--- src/rtl/hdc_sched_cmd_if.sv ---
// Host command channel for hdc_op_scheduler.
// Valid/ready handshake carrying {op, addr_a, addr_b}.
interface hdc_sched_cmd_if #(
  parameter int ADDR_W = 21
);
  logic              cmd_valid;
  logic              cmd_ready;
  logic [3:0]        cmd_op;
  logic [ADDR_W-1:0] cmd_addr_a;
  logic [ADDR_W-1:0] cmd_addr_b;

  modport master (
    output cmd_valid, cmd_op,
    output cmd_addr_a, cmd_addr_b,
    input  cmd_ready
  );

  modport slave (
    input  cmd_valid, cmd_op,
    input  cmd_addr_a, cmd_addr_b,
    output cmd_ready
  );
endinterface

--- src/rtl/hdc_op_scheduler.sv ---
// HDC kernel command scheduler: FIFO + one-at-a-time issue, RAM arbitration.
// Optional WAIT watchdog enabled by defining HDC_SCHED_TIMEOUT_EN.
module hdc_op_scheduler #(
  parameter int NUM_ENGINES    = 2,
  parameter int FIFO_DEPTH     = 4,
  parameter int ADDR_W         = 21,
  parameter int DATA_W         = 32,
  parameter int TIMEOUT_CYCLES = 4096
) (
  input  logic                          clk,
  input  logic                          reset_n,
  hdc_sched_cmd_if.slave                cmd,
  input  logic                          clr_err,
  output logic [NUM_ENGINES-1:0]        eng_valid,
  output logic [ADDR_W-1:0]             eng_addr_a,
  output logic [ADDR_W-1:0]             eng_addr_b,
  input  logic [NUM_ENGINES-1:0]        eng_done,
  input  logic [NUM_ENGINES-1:0]        eng_we_n,
  input  logic [NUM_ENGINES*ADDR_W-1:0] eng_waddress,
  input  logic [NUM_ENGINES*DATA_W-1:0] eng_data_wr,
  input  logic [NUM_ENGINES*ADDR_W-1:0] eng_raddress,
  output logic                          we_n,
  output logic [ADDR_W-1:0]             waddress,
  output logic [DATA_W-1:0]             data_wr,
  output logic [ADDR_W-1:0]             raddress,
  output logic                          busy,
  output logic [15:0]                   op_count,
  output logic                          err_bad_op,
  output logic                          err_timeout
);

  localparam int PW = $clog2(FIFO_DEPTH);
  localparam int CW = PW + 1;

  typedef enum logic [1:0] {
    S_IDLE,
    S_ISSUE,
    S_WAIT,
    S_DRAIN
  } state_t;

  state_t state;

  logic [3:0]        op_mem [FIFO_DEPTH];
  logic [ADDR_W-1:0] a_mem  [FIFO_DEPTH];
  logic [ADDR_W-1:0] b_mem  [FIFO_DEPTH];

  logic [PW-1:0] rd_ptr;
  logic [PW-1:0] wr_ptr;
  logic [CW-1:0] count;

  logic [3:0]             cur_op;
  logic                   push;
  logic                   pop;
  logic                   empty;
  logic                   full;
  logic                   op_ok;
  logic                   done_sel;
  logic [NUM_ENGINES-1:0] start_vec;

  assign full          = (count == CW'(FIFO_DEPTH));
  assign empty         = (count == '0);
  assign cmd.cmd_ready = !full;
  assign push          = cmd.cmd_valid && !full;
  assign pop           = !empty &&
                         (state == S_IDLE ||
                          state == S_DRAIN);
  assign op_ok         = ({1'b0, cur_op} <
                          5'(NUM_ENGINES));
  assign busy          = (state != S_IDLE) || !empty;

  // Command storage; contents need no reset
  always_ff @(posedge clk) begin
    if (push) begin
      op_mem[wr_ptr] <= cmd.cmd_op;
      a_mem[wr_ptr]  <= cmd.cmd_addr_a;
      b_mem[wr_ptr]  <= cmd.cmd_addr_b;
    end
  end

  // FIFO pointers and occupancy
  always_ff @(posedge clk or negedge reset_n) begin
    if (!reset_n) begin
      rd_ptr <= '0;
      wr_ptr <= '0;
      count  <= '0;
    end else begin
      if (push) wr_ptr <= wr_ptr + 1'b1;
      if (pop)  rd_ptr <= rd_ptr + 1'b1;
      count <= count + CW'(push) - CW'(pop);
    end
  end

  // One-hot start vector for the head command
  always_comb begin
    start_vec = '0;
    for (int k = 0; k < NUM_ENGINES; k++)
      start_vec[k] = (op_mem[rd_ptr] == 4'(k));
  end

  // RAM bus and done belong to the running kernel in WAIT
  always_comb begin
    we_n     = 1'b1;
    waddress = '0;
    data_wr  = '0;
    raddress = '0;
    done_sel = 1'b0;
    for (int k = 0; k < NUM_ENGINES; k++) begin
      if (state == S_WAIT && cur_op == 4'(k)) begin
        we_n     = eng_we_n[k];
        waddress = eng_waddress[k*ADDR_W +: ADDR_W];
        data_wr  = eng_data_wr[k*DATA_W +: DATA_W];
        raddress = eng_raddress[k*ADDR_W +: ADDR_W];
        done_sel = eng_done[k];
      end
    end
  end

`ifdef HDC_SCHED_TIMEOUT_EN
  logic [31:0] wd_cnt;
`else
  // No watchdog: flag is constant low for any legal limit
  assign err_timeout = (TIMEOUT_CYCLES < 0);
`endif

  // Issue FSM, start pulse, counters and sticky errors
  always_ff @(posedge clk or negedge reset_n) begin
    if (!reset_n) begin
      state       <= S_IDLE;
      cur_op      <= '0;
      eng_valid   <= '0;
      eng_addr_a  <= '0;
      eng_addr_b  <= '0;
      op_count    <= '0;
      err_bad_op  <= 1'b0;
`ifdef HDC_SCHED_TIMEOUT_EN
      err_timeout <= 1'b0;
      wd_cnt      <= '0;
`endif
    end else begin
      eng_valid <= '0;
      if (clr_err) begin
        err_bad_op  <= 1'b0;
`ifdef HDC_SCHED_TIMEOUT_EN
        err_timeout <= 1'b0;
`endif
      end
      unique case (state)
        S_IDLE, S_DRAIN: begin
          if (pop) begin
            cur_op     <= op_mem[rd_ptr];
            eng_addr_a <= a_mem[rd_ptr];
            eng_addr_b <= b_mem[rd_ptr];
            eng_valid  <= start_vec;
            state      <= S_ISSUE;
          end else begin
            state <= S_IDLE;
          end
        end
        S_ISSUE: begin
          if (op_ok) begin
            state <= S_WAIT;
`ifdef HDC_SCHED_TIMEOUT_EN
            wd_cnt <= '0;
`endif
          end else begin
            err_bad_op <= 1'b1;
            state      <= S_IDLE;
          end
        end
        S_WAIT: begin
          if (done_sel) begin
            op_count <= op_count + 16'd1;
            state    <= S_DRAIN;
          end
`ifdef HDC_SCHED_TIMEOUT_EN
          else if (wd_cnt ==
                   32'(TIMEOUT_CYCLES - 1)) begin
            err_timeout <= 1'b1;
            state       <= S_DRAIN;
          end else begin
            wd_cnt <= wd_cnt + 32'd1;
          end
`endif
        end
        default: state <= S_IDLE;
      endcase
    end
  end

endmodule
--- src/flat_wrapper.sv ---
// flat-port wrapper written by rule: the top's interface ports become plain ports
module hdc_op_scheduler_flat 
#(
  parameter int NUM_ENGINES    = 2,
  parameter int FIFO_DEPTH     = 4,
  parameter int ADDR_W         = 21,
  parameter int DATA_W         = 32,
  parameter int TIMEOUT_CYCLES = 4096
)
  (clk, reset_n, clr_err, eng_valid, eng_addr_a, eng_addr_b, eng_done, eng_we_n, eng_waddress, eng_data_wr, eng_raddress, we_n, waddress, data_wr, raddress, busy, op_count, err_bad_op, err_timeout, cmd_cmd_valid, cmd_cmd_op, cmd_cmd_addr_a, cmd_cmd_addr_b, cmd_cmd_ready);
  hdc_sched_cmd_if #(.ADDR_W(ADDR_W)) cmd_i ();
  input  logic clk;
  input  logic reset_n;
  input  logic clr_err;
  output logic [NUM_ENGINES-1:0] eng_valid;
  output logic [ADDR_W-1:0] eng_addr_a;
  output logic [ADDR_W-1:0] eng_addr_b;
  input  logic [NUM_ENGINES-1:0] eng_done;
  input  logic [NUM_ENGINES-1:0] eng_we_n;
  input  logic [NUM_ENGINES*ADDR_W-1:0] eng_waddress;
  input  logic [NUM_ENGINES*DATA_W-1:0] eng_data_wr;
  input  logic [NUM_ENGINES*ADDR_W-1:0] eng_raddress;
  output logic we_n;
  output logic [ADDR_W-1:0] waddress;
  output logic [DATA_W-1:0] data_wr;
  output logic [ADDR_W-1:0] raddress;
  output logic busy;
  output logic [15:0] op_count;
  output logic err_bad_op;
  output logic err_timeout;
  input wire logic [$bits(cmd_i.cmd_valid)-1:0] cmd_cmd_valid;
  input wire logic [$bits(cmd_i.cmd_op)-1:0] cmd_cmd_op;
  input wire logic [$bits(cmd_i.cmd_addr_a)-1:0] cmd_cmd_addr_a;
  input wire logic [$bits(cmd_i.cmd_addr_b)-1:0] cmd_cmd_addr_b;
  output wire logic [$bits(cmd_i.cmd_ready)-1:0] cmd_cmd_ready;
  assign cmd_i.cmd_valid = cmd_cmd_valid;
  assign cmd_i.cmd_op = cmd_cmd_op;
  assign cmd_i.cmd_addr_a = cmd_cmd_addr_a;
  assign cmd_i.cmd_addr_b = cmd_cmd_addr_b;
  assign cmd_cmd_ready = cmd_i.cmd_ready;
  hdc_op_scheduler #(.NUM_ENGINES(NUM_ENGINES), .FIFO_DEPTH(FIFO_DEPTH), .ADDR_W(ADDR_W), .DATA_W(DATA_W), .TIMEOUT_CYCLES(TIMEOUT_CYCLES)) u_core (.clk(clk), .reset_n(reset_n), .cmd(cmd_i), .clr_err(clr_err), .eng_valid(eng_valid), .eng_addr_a(eng_addr_a), .eng_addr_b(eng_addr_b), .eng_done(eng_done), .eng_we_n(eng_we_n), .eng_waddress(eng_waddress), .eng_data_wr(eng_data_wr), .eng_raddress(eng_raddress), .we_n(we_n), .waddress(waddress), .data_wr(data_wr), .raddress(raddress), .busy(busy), .op_count(op_count), .err_bad_op(err_bad_op), .err_timeout(err_timeout));
endmodule
--- config.mk ---
export PLATFORM = sky130hd
export DESIGN_NAME = hdc_op_scheduler_flat
export DESIGN_NICKNAME = d
export VERILOG_FILES = /design/src/rtl/hdc_sched_cmd_if.sv /design/src/rtl/hdc_op_scheduler.sv /design/src/flat_wrapper.sv
export SDC_FILE = /design/constraint.sdc
export NUM_CORES = 1
export LEC_CHECK = 0
export ABC_AREA = 1
export CAP_MARGIN = 30
export CORE_MARGIN = 2
export CORE_UTILIZATION = 40
export DETAILED_ROUTE_END_ITERATION = 7
export GPL_TIMING_DRIVEN = 0
export PLACE_DENSITY = 0.81
export SLEW_MARGIN = 20
export SYNTH_ARGS = -nofsm -noshare
export SYNTH_HDL_FRONTEND = slang
export SYNTH_SLANG_ARGS = --single-unit
--- constraint.sdc ---
create_clock -name clk -period 4.1 [get_ports clk]
set_clock_uncertainty 0.1 [all_clocks]
set_input_delay 0.615 -clock clk [delete_from_list [all_inputs] [get_ports clk]]
set_output_delay 0.615 -clock clk [all_outputs]
set_load 0.02 [all_outputs]
Word-level counts from Yosys, hierarchy flattened:

Memory sizes are Yosys's and may differ from the RTL's. A register that Yosys moved wholly into a read port is not among the register bits.
Cells that the tools add are included.

* register bits: 32
* RAM bits: 184
* bits of input ports: 202
* output and inout bits: 139
* logic and storage cells: 63
* memories: 3

* $add $sub $neg: 5
* $lt $le $gt $ge: 1
* eq/ne operators: 7
* multiplexer cells: 21
* reductions and logical operators: 18

Memory list
* u_core.a_mem: depth 4, width 21, read ports 1, clocked after memory_dff 1, wr ports 1, RTL line hdc_op_scheduler.sv:45 `logic [ADDR_W-1:0] a_mem [FIFO_DEPTH];`
* u_core.b_mem: depth 4, width 21, read ports 1, clocked after memory_dff 1, wr ports 1, RTL line hdc_op_scheduler.sv:46 `logic [ADDR_W-1:0] b_mem [FIFO_DEPTH];`
* u_core.op_mem: depth 4, width 4, read ports 1, clocked after memory_dff 0, wr ports 1, RTL line hdc_op_scheduler.sv:44 `logic [3:0] op_mem [FIFO_DEPTH];`

Operators by type and width (number)
* 21-bit 2-to-1 mux: 4
* 32-bit 2-to-1 mux: 2
* 16-bit by 1-bit adder with 16-bit output (second input constant): 1
* 1-bit 2-to-1 mux: 10
* 4-bit by 1-bit equality test with 1-bit output (second input constant): 2
* 4-bit zero test: 2
* 2-bit 2-to-1 mux: 4
* 2-bit case mux with 3 select lines: 1
* 2-bit by 1-bit adder with 2-bit output (second input constant): 2
* 2-bit equality test (second input constant): 2
* 1-bit logical AND: 4
* 1-bit zero test: 4
* 4-bit by 2-bit less-than comparator with 1-bit output (second input constant): 1
* 2-bit AND reduction: 2
* 3-bit by 1-bit adder with 3-bit output: 1
* 3-bit equality test (second input constant): 1
* 3-bit zero test: 1
* 3-bit by 1-bit subtractor with 3-bit output: 1
* 2-bit by 1-bit equality test with 1-bit output (second input constant): 1
* 2-bit zero test: 1
* 1-bit logical OR: 2
* 2-bit by 1-bit inequality test with 1-bit output (second input constant): 1
* 2-bit nonzero test: 1
* 2-bit OR reduction: 1

Depth between registers and ports, before layout:

* depth after elaboration: 6
* depth in mapped cells: 11

Worst setup path after synthesis:

No wires, ideal clock.

* path type: register to register
* start: register u_core.count[1]
* end: memory u_core.a_mem[0][0] (enable)
* setup time: 450 ps
* arrival time: 2865 ps
* data required time: 3550 ps
* path slack: 686 ps
* stages on the path, launching flop included: 5
* path buffers: 0
* cell sequence: dfrtp_1 -> inv_1 -> nand3_1 -> nand2_1 -> nor2_1

* cells in the longest elaborated chain, start to end: 5

RTL lines
* start: declaration: RTL line hdc_op_scheduler.sv:50 `logic [CW-1:0] count;`
* start signal: assignment: RTL line hdc_op_scheduler.sv:90 `count <= count + CW'(push) - CW'(pop);`
* 3-bit equality test: RTL line hdc_op_scheduler.sv:61 `assign full = (count == CW'(FIFO_DEPTH));`
* 1-bit zero test
* named net cmd_cmd_ready: RTL line flat_wrapper.sv:35 `output wire logic [$bits(cmd_i.cmd_ready)-1:0] cmd_cmd_ready;`
* 1-bit logical AND: RTL line hdc_op_scheduler.sv:64 `assign push = cmd.cmd_valid && !full;`
* 1-bit 2-to-1 mux: RTL line hdc_op_scheduler.sv:74 `if (push) begin`
* 1-bit 2-to-1 mux (not written as such): RTL line hdc_op_scheduler.sv:76 `a_mem[wr_ptr] <= cmd.cmd_addr_a;`
* end: declaration: RTL line hdc_op_scheduler.sv:45

The timed path passes the listed nets, and every way through them passes these cells.

Worst setup path after layout:

* start: register u_core.state[0]
* end: output data_wr[12]

* cells in the longest elaborated chain, start to end: 4
* elaborated cells on any way between the ends: 5
* classes of those cells: 1 x eq/ne; 2 x mux; 2 x reduce/logical

RTL lines
* start: declaration: RTL line hdc_op_scheduler.sv:42 `state_t state;`
* start signal: assignment: RTL line hdc_op_scheduler.sv:129 `state <= S_IDLE;`
* start signal: assignment: RTL line hdc_op_scheduler.sv:155 `state <= S_ISSUE;`
* start signal: assignment: RTL line hdc_op_scheduler.sv:157 `state <= S_IDLE;`
* 2-bit equality test (*): RTL line hdc_op_scheduler.sv:109 `if (state == S_WAIT && cur_op == 4'(k)) begin`
* 1-bit logical AND: RTL line hdc_op_scheduler.sv:109
* 32-bit 2-to-1 mux: RTL line hdc_op_scheduler.sv:109
* 32-bit 2-to-1 mux (*): RTL line hdc_op_scheduler.sv:109
* end: declaration: RTL line flat_wrapper.sv:25 `output logic [DATA_W-1:0] data_wr;`

Mark *: on every way between the ends. The rest lies on a longest branch, timed or not.

==> flow_summary_export.csv <==
group,metric,value,unit
status,outcome,"completed",
worst_setup_path,setup.worst_path.start_class,"flip-flop",
power_and_ir_drop,total_power,0.0106,W
power_and_ir_drop,irDropWorstVdd,0.577,mV
timing,fmaxAchievable,271,MHz
power_and_ir_drop,internal-power,0.00667,W
grt,via_count_of_the_first_global_routing_pass,8947,
yosys,synthesis.instances,1104,
worst_setup_path,worst-endpoint-arrival,2.97,ns
yosys,ys_ff_latch,258,
route,vias_per_cell,4.94,
grt,globalRoute.totalOverflow,0,
power_and_ir_drop,comb_power_share,0.410,
clock_network,clock_transition_at_the_register_clock_pins_on_the_worst_setup_and_hold_paths_after_cts,0.06,ns
floorplanning,top_level_ports,341,
cells_and_area,final_layout_size_suffix_gt1_frac,0.0681,
grt,grt_pass1_wl,48.2,mm
yosys,syn_area_per_cell,10.3,um^2
yosys,most_instantiated_library_cell_after_synthesis,"nor2_1",
clock_network,clock_tree.root_cell,"clkbuf_16",
power_and_ir_drop,leakage,6.54,nW
clock_network,clock_path_buffers,3,
yosys,synth.top_cell.area_share,0.487,
worst_setup_path,critical_path.slowest_cell,"clkdlybuf4s50_1",
timing,final-max-slew-violation-count,0,
placed_design,io_buffer_count,339,
placed_design,placed_area,15500,um^2
worst_setup_path,crit_fanout,10,
timing,period_share,0.900,
power_and_ir_drop,netsw,0.00394,W
cells_and_area,area_growth_syn_to_layout,44.0,%
yosys,synth-edff-count,184,
worst_setup_path,critical-path-top-delay-family,"buffers and inverters",
worst_setup_path,critPathCaptureType,"output pin",
worst_setup_path,ff2ff_path_depth,11,
worst_setup_path,origin_of_the_critical_flop_to_flop_path,"u_core.state[0]$_DFFE_PN0P_",
floorplanning,row_count,61,
floorplanning,fp.dieW,172,um
clock_network,clock_insertion_delay_worst_skew,0.52,ns
floorplanning,initial_core_util,0.407,
timing,timing.final.setup_violations,0,
grt,maximum_number_of_pins_on_one_net_before_global_route_repair,51,
yosys,synth_top_flop_cell,"edfxtp_1",
yosys,post_synthesis_cell_type_with_the_largest_combined_area,"edfxtp_1",
yosys,ys_top_cells_by_count,"nor2_1 (239), edfxtp_1 (184), inv_1 (181)",
power_and_ir_drop,clock_share_of_power,0.221,
floorplanning,die_height,172,um
worst_setup_path,critPathRequiredTime,3.38,ns
clock_network,tritoncts_clock_tree,"done",
yosys,synth_warn,0,
clock_network,cts_made_buffers,25,
power_and_ir_drop,power.share.switching,0.372,
worst_setup_path,worstPathCellList,"inv_1 -> ha_1 -> buf_2 -> nand3_1 -> buf_2 -> buf_2 -> o22ai_1 -> clkdlybuf4s50_1",
route,first_pass_iteration_count_of_the_detailed_router,5,
min_path,hold_path_class,"reg2reg",
yosys,synth_sequential_area_ratio,0.650,
yosys,synth.lib_cells_used.distinct,30,
timing,grt_setup_unrepaired,"false",
route,drc,0,
grt,antenna_found_initial,4,
worst_setup_path,critical-path-max-stage-delay,0.75,ns
floorplanning,coreArea,27900,um^2
yosys,synthArstFlopShare,0.287,
route,drt-initial-drc-count,617,
power_and_ir_drop,pwr-share-seq,0.369,
placed_design,dpl.hpwl,23.9,mm
timing,final-hold-violation-count,0,
route,wl,33.6,mm
timing,timing.final.crit_period,3.69,ns
flow_run,max_cap_violations,0,
min_path,hold_depth,2,
power_and_ir_drop,power.density_cell_area,649,nW/um^2
worst_setup_path,timing.critical_path.mode_cell,"buf_2",
route,routed_wire_length_per_instance,17.9,um
worst_setup_path,worstSetupPathType,"reg2out",
cells_and_area,finish.net_count,1692,
floorplanning,fp.dieArea,29700,um^2
timing,whs,0.423,ns
worst_setup_path,number_of_gates_on_the_worst_path_with_buffers_counted,8,
clock_network,numClockSinks,258,
placed_design,gp_routability_congestion,0.814,
clock_network,htree_num_levels,1,
worst_setup_path,critical_path.n_buffers_inverters,5,
route,ant_nets,0,
grt,grt_usage,0.213,
worst_setup_path,timing.critical_path.from,"u_core.state[0]$_DFFE_PN0P_",
timing,worst_slew_margin_rel,0.510,
timing,tightestPinTransition,0.733,ns
min_path,min_from,"u_core.state[0]$_DFFE_PN0P_",
route,vias_after_detailed_routing,9277,
yosys,synth_top_cells_by_area,"edfxtp_1 (49%), dfrtp_1 (16%), nor2_1 (7.9%)",
yosys,synth.net_count,1316,
cells_and_area,total_non_filler_cell_area_in_the_finished_layout,16300,um^2
yosys,netlist_area,11300,um^2
==> power groups by stage <==
stage	clock network, W	registers [W]	logic (W)
6_report	0.00234	0.00392	0.00435
5_1_grt	0.00248	0.00397	0.00475
3_5_place_dp	0	0.00395	0.00434
2_1_floorplan	0	0.00419	0.00218
3_3_place_gp	0	0.00398	0.00400
4_1_cts	0.00237	0.00391	0.00438
==> state kept, by name, summed over array words and instances (netlist names) <==
register	flops
u_core.eng_addr_a	21
u_core.op_mem	16
u_core.b_mem	84
u_core.err_bad_op	1
u_core.op_count	16
u_core.state	2
u_core.cur_op	4
u_core.eng_addr_b	21
u_core.rd_ptr	2
u_core.wr_ptr	2
u_core.count	3
u_core.a_mem	84
u_core.eng_valid	2
==> worst paths after layout <==
check	endpoint	slack [ns]
min	u_core.state[0]$_DFFE_PN0P_	0.42
max reg2reg	u_core.count[2]$_DFF_PN0_	1.49
max	data_wr[12]	0.41
max in group asynchronous	u_core.wr_ptr[1]$_DFFE_PN0P_	2.80
min in group asynchronous	u_core.eng_addr_b[7]$_DFFE_PN0P_	0.48
min reg2reg	u_core.state[0]$_DFFE_PN0P_	0.42
==> per-layer routing <==
metal / vias to the layer above / GRT usage / wire [um]
met5: - / 0 / 13
met4: 2 / 0.0873 / 964
met3: 68 / 0.0435 / 3100
met2: 421 / 0.404 / 17700
met1: 4361 / 0.231 / 11800
li1: 4425 / - / -
==> layout by cell type (no fill, tap or decap), drive strengths merged <==
| master | instances |
|---|---|
| nand3b | 1 |
| or2 | 1 |
| ha | 9 |
| buf | 55 |
| nand3 | 18 |
| xor2 | 8 |
| dlygate4sd3 | 1 |
| o21bai | 1 |
| o21ai | 102 |
| conb | 1 |
| dfrtp | 74 |
| inv | 185 |
| clkbuf | 46 |
| nand2 | 88 |
| a31oi | 42 |
| xnor2 | 3 |
| clkinv | 8 |
| o22ai | 76 |
| nor2 | 242 |
| clkdlybuf4s50 | 338 |
| nand4 | 7 |
| bufinv | 3 |
| edfxtp | 184 |
| nor3 | 3 |
| fa | 1 |
| a21oi | 1 |
| diode | 3 |
==> timing repair <==
item | 4_1_cts | 5_1_grt
setup endpoints to repair | 0 | 0
endpoints found under the hold margin | 24 | 0
hold buffers | 1 | 0
setup buffers | 0 | 0
gates resized for setup | 0 | 0
==> through the flow <==
| stage | instances | setup WS (ns) | util | TNS (ns) |
|---|---|---|---|---|
| 3_3_place_gp | 1821 | -1.21 | 0.546 | -267.04 |
| 6_report | 1879 | 0.411 | 0.586 | 0 |
| 5_1_grt | 1879 | 0.179 | 0.586 | 0 |
| 4_1_cts | 1876 | 0.370 | 0.586 | 0 |
| 2_1_floorplan | 1104 | 0.686 | - | 0 |
| 3_5_place_dp | 1830 | 0.926 | 0.556 | 0 |
==> area by class of cell <==
| cell class | instances | area, um^2 |
|---|---|---|
| flip-flops and latches | 258 | 7380 |
| repair buffers | 349 | 3640 |
| diodes | 3 | 7.51 |
| well taps | 378 | 473 |
| multi-input cells | 604 | 2950 |
| clock inverters | 12 | 148 |
| fillers | 2213 | 11500 |
| plain buffers | 58 | 358 |
| inverters | 184 | 691 |
| clock buffers | 33 | 696 |
==> cell families (layout without fill, tap and decap cells) <==
family                   after synthesis  after routing  share of synthesized area
AO/OA/AOI/OAI                        222            222                      0.111
XOR/XNOR                              11             11                    0.00849
adder cells (fa/ha/maj)               10             10                     0.0117
buffers and inverters                242            636                     0.0924
flip-flops                           258            258                      0.650
other                                  1              4                   0.000331
AND/OR/NAND/NOR                      360            360                      0.125
==> worst min-delay path, stage by stage (launching register included) <==
cell and delay (ns):
dfrtp_1 0.37, nand2_1 0.06, nand2_1 0.06
Power figures use the tool's default switching activity.
